## config.mk

```make
export PLATFORM = sky130hd
export DESIGN_NAME = icache_flat
export DESIGN_NICKNAME = d
export VERILOG_FILES = /design/src/rtl/icache_pkg.sv /design/src/rtl/icache_if.sv /design/src/rtl/icache.sv /design/src/flat_wrapper.sv
export SDC_FILE = /design/constraint.sdc
export NUM_CORES = 1
export LEC_CHECK = 0
export BUFFER_PORTS_ARGS = -buffer_cell sky130_fd_sc_hd__buf_4
export CAP_MARGIN = 0
export CORE_MARGIN = 4
export CORE_UTILIZATION = 62
export DETAILED_ROUTE_END_ITERATION = 10
export HOLD_SLACK_MARGIN = 0.08
export MAX_ROUTING_LAYER = met4
export PLACE_DENSITY = 0.78
export SETUP_SLACK_MARGIN = 0.2
export SLEW_MARGIN = 5
export SYNTH_ARGS = -nofsm -noshare
export SYNTH_HDL_FRONTEND = slang
export SYNTH_SLANG_ARGS = --single-unit
```

## constraint.sdc

```tcl
create_clock -name CLK -period 7.75 [get_ports CLK]
set_input_delay 1.55 -clock CLK [delete_from_list [all_inputs] [get_ports CLK]]
set_output_delay 1.55 -clock CLK [all_outputs]
set_load 0.01 [all_outputs]
```

## src/rtl/icache_pkg.sv

```systemverilog
// Shared types for the instruction cache.
// icachef_t      : byte-address split for the 16-set geometry {tag, idx, bytoff}
// icache_frame_t : one cache frame {valid, tag, data} for the 16-set geometry
// icache_state_t : fill controller state
package icache_pkg;

  typedef struct packed {
    logic [25:0] tag;
    logic [3:0]  idx;
    logic [1:0]  bytoff;
  } icachef_t;

  typedef struct packed {
    logic        valid;
    logic [25:0] tag;
    logic [31:0] data;
  } icache_frame_t;

  typedef enum logic {
    IDLE = 1'b0,
    FILL = 1'b1
  } icache_state_t;

endpackage

```

## src/rtl/icache_if.sv

```systemverilog
// Instruction-side bus between the fetch stage, the icache and the memory controller.
// Datapath half : imemREN, imemaddr (to cache), ihit, imemload (from cache)
// Memory half   : iREN, iaddr (from cache), iwait, iload (to cache)
// slave  modport: the cache
// master modport: the agent driving the datapath requests and the memory responses
interface icache_if;
  logic        imemREN;
  logic [31:0] imemaddr;
  logic        ihit;
  logic [31:0] imemload;
  logic        iREN;
  logic [31:0] iaddr;
  logic        iwait;
  logic [31:0] iload;

  modport slave (
    input  imemREN, imemaddr, iwait, iload,
    output ihit, imemload, iREN, iaddr
  );

  modport master (
    output imemREN, imemaddr, iwait, iload,
    input  ihit, imemload, iREN, iaddr
  );
endinterface

```

## src/rtl/icache.sv

```systemverilog
// Direct-mapped, read-only instruction cache with single-word fill.
// Ports:
//   CLK  : system clock, rising edge
//   nRST : asynchronous active-low reset (clears valid bits, FSM, miss address)
//   cif  : icache_if.slave, datapath request/response plus memory read port
// Parameter SETS: number of frames, power of two in 2..256.
//
// state | meaning
// IDLE  | lookup; combinational hit, miss latches {tag,idx} and starts a fill
// FILL  | memory read of miss_addr; completes on the first cycle iwait is low
module icache
  import icache_pkg::*;
#(
  parameter int unsigned SETS = 16
) (
  input logic     CLK,
  input logic     nRST,
  icache_if.slave cif
);

  localparam int unsigned IDX_W = $clog2(SETS);
  localparam int unsigned TAG_W = 30 - IDX_W;

  icache_state_t state_q, state_d;
  logic [29:0]   miss_q, miss_d;
  logic [SETS-1:0] valid_q;
  logic [TAG_W-1:0] tag_q  [SETS];
  logic [31:0]      data_q [SETS];

  logic [IDX_W-1:0] req_idx;
  logic [TAG_W-1:0] req_tag;
  logic [IDX_W-1:0] miss_idx;
  logic [TAG_W-1:0] miss_tag;
  logic             match;
  logic             fill_done;
  logic [1:0]       unused_bytoff;

  assign req_idx       = cif.imemaddr[IDX_W+1:2];
  assign req_tag       = cif.imemaddr[31:IDX_W+2];
  assign unused_bytoff = cif.imemaddr[1:0];
  assign miss_idx      = miss_q[IDX_W-1:0];
  assign miss_tag      = miss_q[29:IDX_W];

  assign match     = valid_q[req_idx] && (tag_q[req_idx] == req_tag);
  assign fill_done = (state_q == FILL) && !cif.iwait;

  // State, miss address and valid bits: reset clears all, dropping any fill in flight.
  always_ff @(posedge CLK or negedge nRST) begin
    if (!nRST) begin
      state_q <= IDLE;
      miss_q  <= '0;
      valid_q <= '0;
    end else begin
      state_q <= state_d;
      miss_q  <= miss_d;
      if (fill_done) valid_q[miss_idx] <= 1'b1;
    end
  end

  // Tag and data arrays are qualified by valid, so they carry no reset.
  always_ff @(posedge CLK) begin
    if (fill_done) begin
      tag_q[miss_idx]  <= miss_tag;
      data_q[miss_idx] <= cif.iload;
    end
  end

  always_comb begin
    state_d = state_q;
    miss_d  = miss_q;
    case (state_q)
      IDLE: begin
        if (cif.imemREN && !match) begin
          state_d = FILL;
          miss_d  = cif.imemaddr[31:2];
        end
      end
      FILL: begin
        // Address redirects and imemREN drops do not cancel the fill.
        if (!cif.iwait) state_d = IDLE;
      end
      default: state_d = IDLE;
    endcase
  end

  always_comb begin
    cif.ihit     = 1'b0;
    cif.imemload = '0;
    cif.iREN     = 1'b0;
    cif.iaddr    = '0;
    case (state_q)
      IDLE: begin
        cif.ihit = cif.imemREN && match;
        if (match) cif.imemload = data_q[req_idx];
      end
      FILL: begin
        cif.iREN  = 1'b1;
        cif.iaddr = {miss_q, 2'b00};
      end
      default: ;
    endcase
  end

endmodule

```

## src/flat_wrapper.sv

```systemverilog
// flat-port wrapper written by rule: the top's interface ports become plain ports
module icache_flat import icache_pkg::*;
#(
  parameter int unsigned SETS = 16
)
  (CLK, nRST, cif_imemREN, cif_imemaddr, cif_iwait, cif_iload, cif_ihit, cif_imemload, cif_iREN, cif_iaddr);
  icache_if cif_i ();
  input logic CLK;
  input logic nRST;
  input wire logic [$bits(cif_i.imemREN)-1:0] cif_imemREN;
  input wire logic [$bits(cif_i.imemaddr)-1:0] cif_imemaddr;
  input wire logic [$bits(cif_i.iwait)-1:0] cif_iwait;
  input wire logic [$bits(cif_i.iload)-1:0] cif_iload;
  output wire logic [$bits(cif_i.ihit)-1:0] cif_ihit;
  output wire logic [$bits(cif_i.imemload)-1:0] cif_imemload;
  output wire logic [$bits(cif_i.iREN)-1:0] cif_iREN;
  output wire logic [$bits(cif_i.iaddr)-1:0] cif_iaddr;
  assign cif_i.imemREN = cif_imemREN;
  assign cif_i.imemaddr = cif_imemaddr;
  assign cif_i.iwait = cif_iwait;
  assign cif_i.iload = cif_iload;
  assign cif_ihit = cif_i.ihit;
  assign cif_imemload = cif_i.imemload;
  assign cif_iREN = cif_i.iREN;
  assign cif_iaddr = cif_i.iaddr;
  icache #(.SETS(SETS)) u_core (.CLK(CLK), .nRST(nRST), .cif(cif_i));
endmodule
```

* Word-level counts from Yosys, hierarchy flattened
Memory sizes are Yosys's and may differ from the RTL's. Cells that the tools add are included.
Word-level totals: flip-flop bits (word level) 47, bits in writable memories 928, bits of input ports 68, output and inout port bits 66, memories 2
Memories:
- u_core.data_q | depth 16, width 32, read ports 1, clocked after memory_dff 0, wr ports 1, RTL line icache.sv:28 | logic [31:0] data_q [SETS];
- u_core.tag_q | depth 16, width 26, read ports 1, clocked after memory_dff 0, wr ports 1, RTL line icache.sv:27 | logic [TAG_W-1:0] tag_q [SETS];
Operators by class: order comparisons 3, eq/ne operators 1, multiplexer cells 14, bitwise logic cells 2, reduce and logical (&&, ||, !) cells 8
Operators with widths (count):
- $mux W32 | 3
- $eq A26 B26 Y1 | 1
- $or A16 B16 Y16 | 1
- $lt A4 B5 Y1 const B | 2
- $mux W1 | 8
- $logic_and A1 B1 Y1 | 5
- $bmux W1 S4 | 1
- $demux W1 S4 | 1
- $ge A4 B1 Y1 const B | 1
- $logic_not A1 Y1 | 2
- $pmux W1 S2 | 1
- $reduce_and A2 Y1 | 1
- $not A1 Y1 | 1

* Logic depth before layout (Yosys ltp)
Gate-level depths: netlist (run 1).
word-level depth 7, gate-level depth with buffers 13, gate-level depth less buffers 8

* Least setup slack after synthesis (run 1)
OpenSTA, ideal clock, no wires.
path kind input to register, start point input cif_iwait, end point register u_core.valid_q[0], library setup time 89 ps, arrival time 6510 ps, setup slack 1151 ps, stages on the path 4, path buffers 0, cells stage by stage nand2b_1 > or3_1 > nor3_1 > or2_2
Between the ends: cells in the longest elaborated chain, start to end 2
RTL lines:
- start, declared | RTL line flat_wrapper.sv:12 | input wire logic [$bits(cif_i.iwait)-1:0] cif_iwait;
- $logic_not A1 Y1 | RTL line icache.sv:45 | assign fill_done = (state_q == FILL) && !cif.iwait;
- $logic_and A1 B1 Y1 | RTL line icache.sv:45
- end signal, assigned | RTL line icache.sv:52 | valid_q <= '0;
- end signal, assigned by index | RTL line icache.sv:56 | if (fill_done) valid_q[miss_idx] <= 1'b1;
- end, declared | RTL line icache.sv:26 | logic [SETS-1:0] valid_q;
No other way between the ends. A chain may end at the register's enable or synchronous reset.

* Worst setup path after layout (run 1)
start point input cif_imemaddr[3], end point output cif_imemload[5]
Between the ends: cells in the longest elaborated chain, start to end 5
RTL lines:
- start, declared | RTL line flat_wrapper.sv:11 | input wire logic [$bits(cif_i.imemaddr)-1:0] cif_imemaddr;
- $mem_v2 Z16 W26 / $bmux W1 S4 (equally long branches)
- $eq A26 B26 Y1 / $mux W1 (equally long branches) | RTL line icache.sv:44 | assign match = valid_q[req_idx] && (tag_q[req_idx] == req_tag);
- $logic_and A1 B1 Y1 | RTL line icache.sv:44
- $mux W32 (*) | RTL line icache.sv:94 | if (match) cif.imemload = data_q[req_idx];
- $mux W32 (*) | RTL line icache.sv:91 | case (state_q)
- end, declared | RTL line flat_wrapper.sv:15 | output wire logic [$bits(cif_i.imemload)-1:0] cif_imemload;
Mark *: on every way between the ends. The rest lies on a longest branch, timed or not. The select of a mux whose other input is x is not followed.

==> results of run 1 <==
## how the worst max path moves through the flow
| stage | to | depth (start not counted) | from | slack (ns) |
|---|---|---|---|---|
| 4_1_cts | cif_imemload[5] | 11 | cif_imemaddr[3] | 0.70 |
| 2_1_floorplan | u_core.valid_q[0]$_DFFE_PN0P_ | 4 | cif_iwait | 1.15 |
| 5_1_grt | cif_imemload[5] | 11 | cif_imemaddr[3] | 0.52 |
| 6_report | cif_imemload[5] | 11 | cif_imemaddr[3] | 0.70 |
| 3_3_place_gp | cif_imemload[8] | 11 | cif_imemaddr[3] | 0.79 |
| 3_5_place_dp | cif_imemload[5] | 11 | cif_imemaddr[3] | 0.73 |
## final cells by class
cell class,instances,area [um^2]
repair buffers,168,1290
clock inverters,51,519
well taps,782,978
multi-input cells,630,8800
inverters,9,36.3
clock buffers,120,2500
flip-flops and latches,975,29000
fillers,3474,17600
diodes,2,5.00
## registers in the layout (all words and copies together) (netlist names)
| signal | count |
|---|---|
| u_core.data_q | 512 |
| u_core.miss_q | 30 |
| u_core.state_q | 1 |
| u_core.tag_q | 416 |
| u_core.valid_q | 16 |
## worst register-to-register path, cell delays in order, from the launching register on
cell and delay (ns):
sky130_fd_sc_hd__dfrtp_1 0.56, sky130_fd_sc_hd__buf_4 0.40, sky130_fd_sc_hd__inv_1 0.18, sky130_fd_sc_hd__nor2_1 0.18
sky130_fd_sc_hd__nand3b_1 0.32, sky130_fd_sc_hd__nor2_4 0.89, sky130_fd_sc_hd__buf_4 0.75
## through the flow
step           cell area [um^2]  hold WS, ns  setup slack, ns   util
6_report                  43200        0.470            0.701  0.710
5_1_grt                   43200        0.476            0.519  0.710
4_1_cts                   43200        0.466            0.696  0.710
3_5_place_dp              40100        0.450            0.730  0.660
3_3_place_gp              40100        0.446            0.790  0.660
2_1_floorplan             38400        0.434             1.15      -
## routing by layer
metal	vias up	GRT usage	routed length [um]
met5	-	-	0
met4	0	0.0712	2290
met3	180	0.0426	7690
met2	1095	0.449	44800
met1	9720	0.384	32700
li1	7470	-	-
## logic make-up after synthesis
kind of cell    Yosys count
flops                   975
buf+inv                 100
other cells               1
xor+xnor                 31
mux                     354
simple gates            181
compound gates           62
## power by group through the flow
stage | Sequential [mW] | Combinational (mW) | Clock, mW
final | 6.31 | 0.831 | 4.47
after global routing | 6.33 | 0.879 | 4.78
after CTS | 6.30 | 0.838 | 4.54
after detailed placement | 6.40 | 0.829 | 0
after global placement | 6.38 | 0.811 | 0
after floorplan | 6.33 | 0.544 | 0
## placed cells by master (no fill, tap or decap), types with 15 or more instances in the layout
cell type,n
sky130_fd_sc_hd__or2_2,16
sky130_fd_sc_hd__clkbuf_16,94
sky130_fd_sc_hd__mux2_4,29
sky130_fd_sc_hd__clkinv_2,18
sky130_fd_sc_hd__and2_1,33
sky130_fd_sc_hd__edfxtp_1,928
sky130_fd_sc_hd__mux4_2,236
sky130_fd_sc_hd__and2b_1,23
sky130_fd_sc_hd__clkbuf_1,21
sky130_fd_sc_hd__mux2i_1,75
sky130_fd_sc_hd__xor2_1,18
sky130_fd_sc_hd__dfrtp_1,47
sky130_fd_sc_hd__clkinv_1,16
sky130_fd_sc_hd__buf_4,164
sky130_fd_sc_hd__a22oi_1,15
==> run summary, run 1 <==
The via count of the first global-routing pass was 18,920; the maximum vdd drop was 0.000221 V. Among all flip-flop cells after synthesis, the most frequent one is sky130_fd_sc_hd__edfxtp_1. The worst-margin pin slew works out to 1.22 ns.

The internal cell power is 9.04 mW. Timing would allow up to 142 MHz. The synthesized design contains 928 enable-type register cells. The hold buffer count at cts came out at 0. The share of synthesized registers carrying an async set or reset is 0.0482.

The signal on the critical path passes through buf_8, mux4_1, mux2i_1, xnor2_1, a2111oi_2, nand4_1, nor4_4, nand4_1, buf_4, and2b_1, buf_4. After clock tree synthesis, the setup repair step added 0 buffers. In this run the most critical hold path is launched from u_core.valid_q[5]$_DFFE_PN0P_. The run finished with clean final reports.

The cell area that synthesis handed to floorplanning was 38,400 um^2. The floorplan has 90 rows. The highest net fanout along the worst path is 91. CTS placed an instance of sky130_fd_sc_hd__clkbuf_16 at the clock tree root. In this run, synthesis produced a sequential element count of 975.

The worst hold path terminates at u_core.valid_q[5]$_DFFE_PN0P_. In the final timing run, aggregate negative setup slack is 0 ns. The logic depth of the worst register-to-register path works out to 6.

The clock reaches the later pin of the worst-skew pair after 0.66 ns. The adder-cell area share of the yosys netlist is 0. The critical path buffer and inverter count is 3. Setup slack on the worst reg-to-reg path comes out at 4.03 ns. In the routed design, unresolved DRC markers number 0. For the final RePlAce weighted congestion, the log shows 0.822. Dividing total power by cell area gives a power density of 269 nW/um^2. The warning count from the yosys run was 0; the largest buffer count on any clock path was 3. Share of synthesized area spent on multiplexers: 0.178. The class of the tightest hold or removal check is reg -> reg. The logs give 0 for the count of endpoints failing hold in the final timing report and 6 for the iteration count of the initial detailed-routing pass. The tools report the share of the yosys chip area belonging to registers as 0.757. The critical path start-end classification is in -> out. The clock net in this run drives a total of 975 sinks. The port buffer count was 129; the fraction of the mapped netlist area in simple logic gates was 0.0287. The tools report the data arrival time of the critical path as 5.50 ns. The clock power share was 0.385. The largest individual stage delay along the critical path comes from the cell sky130_fd_sc_hd__buf_8. Pin placement for this block handled 134 I/O pins. Instance count of the mapped netlist: 1,704. Entering global routing, the biggest net connects 92 pins.

The synthesized area per cell was 22.5 um^2; the height of the die was 257 um. In this run the remaining antenna-violating nets after routing total 0. The share of the clock period used by the worst path after layout was 0.910; the proportion of netlist area held by the largest area contributor was 0.726. The total power of the final layout was 11.6 mW. The tools report the placeable core region as 60,800 um^2. TritonCTS built the clock tree. Counting instances in the post-synthesis netlist gives the leading cell types as sky130_fd_sc_hd__edfxtp_1, sky130_fd_sc_hd__mux4_2, sky130_fd_sc_hd__mux2i_1.

The static leakage power came out at 14.3 nW. The tools report the initial standard-cell utilization of the core as 0.631. The tools report the sequential share of power as 0.543. The run gives 73 as the number of unique standard cell types used by synthesis. The number of cells traversed by the worst hold path is 1. The logs give 0 for the residual overflow from global routing and 129 mm for the wire length of the first global-routing pass. Using the TritonRoute via totals, the vias-per-cell ratio works out to 6.75.

The most used standard cell by instance count after synthesis was sky130_fd_sc_hd__edfxtp_1. Yosys attributes the largest share of cell area to sky130_fd_sc_hd__edfxtp_1, sky130_fd_sc_hd__mux4_2, sky130_fd_sc_hd__dfrtp_1, sky130_fd_sc_hd__mux2i_1, sky130_fd_sc_hd__mux2_4. Category of the worst setup path launch point: an input pin.

At the end of the flow, the number of nets in the layout was 1,945. Setup violations remaining at the end of the flow were counted as 0. The logs give 6.20 ns for the data required time at the worst endpoint and 0.0299 ns for the largest clock skew in the final design. The via count is 18,465. Setup repair after global routing left no endpoint under its margin. The area added between synthesis and finish is 12.5%. The tools report the portion of total power attributed to combinational logic as 0.072. The die covers 65,900 um^2.

The library cell occupying the most area in the post-synthesis netlist was sky130_fd_sc_hd__edfxtp_1. The gate family responsible for the most delay along the worst path is simple AND/OR/NAND/NOR gates. The clock transition at the registers of the reported paths is 0.06 ns, and the switching share of total power is 0.221. After detailed placement, the design holds a cell count of 2,564.

Complex-gate fraction of the synthesized area: 0.0125. The logs give 2.57 mW for the net switching power of the design and 0 for the final count of pins violating max slew. The logs give 3 for the H-tree depth and 43.5 mm for the placed wire-length estimate after detailed placement.

The tool flagged a number of max-cap violations equal to 0. The xor and xnor fraction of the mapped netlist area is 0.00708. The run gives 93 as the number of buffers inserted during clock tree synthesis.

The critical path's largest stage delay came out at 0.67 ns. The worst register-to-register path begins at u_core.state_q$_DFF_PN0_. For the post-cts repair resize count, the log shows 0.

The routed design has 87.5 mm of wire. By area, the combinational part of the netlist is dominated by multiplexers. The run gives 0.179 as the remaining max-slew budget at the tightest pin.

Number of antenna violations at the first check in global routing: 1. Dividing the detail-routed wire length by the instance count gives 32.0 um. The type of element capturing the critical path is a primary output. The first routing iteration left 2,176 violations. Subtracting the final worst setup slack from the clock period gives 7.05 ns.

The fraction of layout cells with a size suffix above 1 was 0.316. The tools report the global-route total usage across every layer as 0.278. For this run, the number of standard cells in the final layout without fillers is 2,737. The worst register-to-register path ends at u_core.tag_q[5][1]$_DFFE_PP_.

The floorplan die width works out to 257 um.
No activity file was read; power rests on OpenSTA's default activity.
==> inputs of run 2 (changes only) <==
Settings changed: CORE_UTILIZATION 62 to 30, PLACE_DENSITY 0.78 to 0.42.
==> run 2 against run 1 <==
Die area up 100%. Sequential share of layout area down 2.5 points. Largest cell class unchanged. Via count down 2.7%. Highest routed layer unchanged. Critical path type unchanged. Critical endpoint is now cif_imemload[31]. Hold slack worse by 0.0055 ns.
==> run summary, run 2 (synthesis results as in run 1) <==
The flow ran to the end, and the final reports show no timing, DRC or antenna violations. For the residual overflow from global routing, the log shows 0 (unchanged). u_core.data_q holds more flip-flops than any other register.

The placeable core region came out at 126,000 um^2 (+110%). For the residual DRC count, the log shows 0 (unchanged). The logs give 0 (unchanged) for the number of routed nets with antenna violations and 92 (unchanged) for the pin count of the biggest net entering global routing. The floorplan die width is 366 um (+42%), and the static leakage power is 14.7 nW (+2.2%). The logs give 0 (unchanged) for the final count of pins violating max slew and 975 (unchanged) for the TritonCTS sink count. TritonCTS built the clock tree. The maximum clock rate was 146 MHz (+2.8%); the standard-cell row count was 130 (+44%).

In the final layout, the registers with the most flip-flops are u_core.data_q x512, u_core.tag_q x416, u_core.miss_q x30. Worst-skew pair later-pin latency: 0.70 ns (+0.04 ns). The tools report the number of buffers inserted during clock tree synthesis as 106 (+14%). The worst hold margin was 0.464 ns (-0.00554 ns).

The commonest non-fill, non-tap cell in the layout was sky130_fd_sc_hd__edfxtp_1. The logs give 17,963 (-2.7%) for the via count and 54.3 mm (+25%) for the placed wire-length estimate after detailed placement. Count of pins on the block boundary: 134 (unchanged).

For the count of maximum capacitance violations, the log shows 0 (unchanged). The via count of the first global-routing pass is 19,517 (+3.2%). The pre-CTS setup slack was 0.689 ns (-0.0408 ns). Port buffer count: 129 (unchanged). The count of filler cells inserted in the layout is 11,696 (+240%), and the height of the die is 366 um (+42%). Share of the clock period used by the worst path after layout: 0.885 (-0.0245).

The number of flip-flops in the largest register is 512 (unchanged). The tools report the final RePlAce weighted congestion as 0.728 (-11%). The category of the worst setup path launch point is an input pin.

The fraction of layout cells with a size suffix above 1 works out to 0.326 (+0.00972). The number of DRC markers after the initial detailed-route iteration was 1,227 (-44%); the remaining max-slew budget at the tightest pin was 0.245 (+0.0658). The total power density per cell area works out to 270 nW/um^2 (+0.33%).

Critical path start-end classification: in -> out. Number of antenna violations at the first check in global routing: 3 (+2). For the iteration count of the initial detailed-routing pass, the log shows 5 (-1).

The post-layout net count was 1,977 (+1.6%); the H-tree depth was 3 (unchanged). The highest net fanout along the worst path came out at 45 (-51%). The post-cts repair resize count is 0 (unchanged). The routed wirelength normalized by instance count was 28.3 um (-11%); the hold buffer count at cts was 0 (unchanged).

The wire length of the first global-routing pass is 147 mm (+14%), and the clock transition at the registers of the reported paths is 0.06 ns (about the same). The final-report setup violation count came out at 0 (unchanged). The top cell types in the final layout, fill and taps aside, are sky130_fd_sc_hd__edfxtp_1, sky130_fd_sc_hd__mux4_2, sky130_fd_sc_hd__buf_4, sky130_fd_sc_hd__clkbuf_16, sky130_fd_sc_hd__mux2i_1. Setup repair after global routing left no endpoint under its margin.

For the data required time at the worst endpoint, the log shows 6.20 ns (about the same). The aggregate negative setup slack came out at 0 ns (unchanged). The worst setup path is captured at a primary output. For the largest buffer count on any clock path, the log shows 3 (unchanged). The worst hold path belongs to the class reg -> reg. The area growth from synthesis to layout is 16.9%. The number of vias per cell after detailed routing is 4.93 (-27%), and the worst-case setup margin in the final layout is 0.891 ns (+0.190 ns). For the count of endpoints failing hold in the final timing report, the log shows 0 (unchanged). The cell at the root of the clock tree is sky130_fd_sc_hd__clkbuf_16. The logs give 0.000182 V (-18%) for the maximum vdd drop and 0.0283 ns (-0.00160 ns) for the largest clock skew in the final design. The post-CTS setup repair buffer count was 0 (unchanged); the minimum clock period was 6.86 ns (-0.190 ns). The die area is 134,000 um^2 (+100%), and the data arrival time of the critical path is 5.31 ns (-0.19 ns). The run gives 103 mm (+18%) as the wire length after detailed routing.

The run gives 0.304 (-0.327) as the initial standard-cell utilization of the core. The worst-margin pin slew is 1.13 ns (-0.0947 ns). The run gives 0.159 (-0.119) as the global-route total usage across every layer.
## run 2: changes by cell type in the layout (fill, tap and decap cells not counted), sizes merged
cell,previous run,this run
clkinv,35,44
buf,168,187
clkbuf,120,136
clkinvlp,4,2
inv,13,11
## run 2: worst paths after layout
check                                          startpoint                              to  slack, ns  depth (start not counted)
setup / recovery                          cif_imemaddr[3]                cif_imemload[31]       0.89                         13
hold / removal             u_core.valid_q[15]$_DFFE_PN0P_  u_core.valid_q[15]$_DFFE_PN0P_       0.46                          1
setup reg to reg            u_core.tag_q[10][1]$_DFFE_PP_    u_core.miss_q[0]$_DFFE_PN0P_       4.30                          9
hold reg to reg            u_core.valid_q[15]$_DFFE_PN0P_  u_core.valid_q[15]$_DFFE_PN0P_       0.46                          1
max in group asynchronous                            nRST   u_core.miss_q[13]$_DFFE_PN0P_       6.23                          1
min in group asynchronous                            nRST   u_core.miss_q[19]$_DFFE_PN0P_       0.95                          1
## run 2: through the flow
stage / power, mW / area, um^2 / instances / util
6_report: 12.1 / 44900 / 3645 / 0.355
3_5_place_dp: 7.32 / 41500 / 3451 / 0.328
2_1_floorplan: 6.87 / 38400 / 1705 / -
5_1_grt: 12.6 / 44900 / 3645 / 0.355
4_1_cts: 12.3 / 44800 / 3643 / 0.355
3_3_place_gp: 7.28 / 41500 / 3451 / 0.328
## run 2: critical path: stages
cell and delay, ns:
sky130_fd_sc_hd__buf_8 0.37, sky130_fd_sc_hd__buf_4 0.42, sky130_fd_sc_hd__mux4_1 0.59, sky130_fd_sc_hd__mux2i_1 0.15, sky130_fd_sc_hd__mux2i_1 0.10, sky130_fd_sc_hd__xor2_1 0.17
sky130_fd_sc_hd__nor4_1 0.38, sky130_fd_sc_hd__buf_4 0.20, sky130_fd_sc_hd__and4_1 0.38, sky130_fd_sc_hd__nand4_1 0.20, sky130_fd_sc_hd__buf_12 0.23, sky130_fd_sc_hd__and2b_1 0.35
sky130_fd_sc_hd__buf_4 0.17
## run 2: report_power, final
part	internal, mW	switching, mW
Combinational	0.395	0.484
Clock	2.87	2.05
Sequential	6.10	0.202
## run 2: per-layer routing
metal	track usage	routed length [um]
met1	0.209	46000
met5	-	0
met4	0.0323	1800
met3	0.0291	4380
met2	0.261	51200
## run 2: area by class of cell
type / count / area [um^2] / area share
multi-input combinational: 630 / 8800 / 0.196
sequential: 975 / 29000 / 0.648
antenna: 2 / 5.00 / 0.000112
clock buffer: 136 / 2880 / 0.0641
clock inverter: 56 / 507 / 0.0113
inverter: 9 / 36.3 / 0.000809
tap: 1650 / 2060 / 0.0460
timing repair buffer: 187 / 1520 / 0.0340
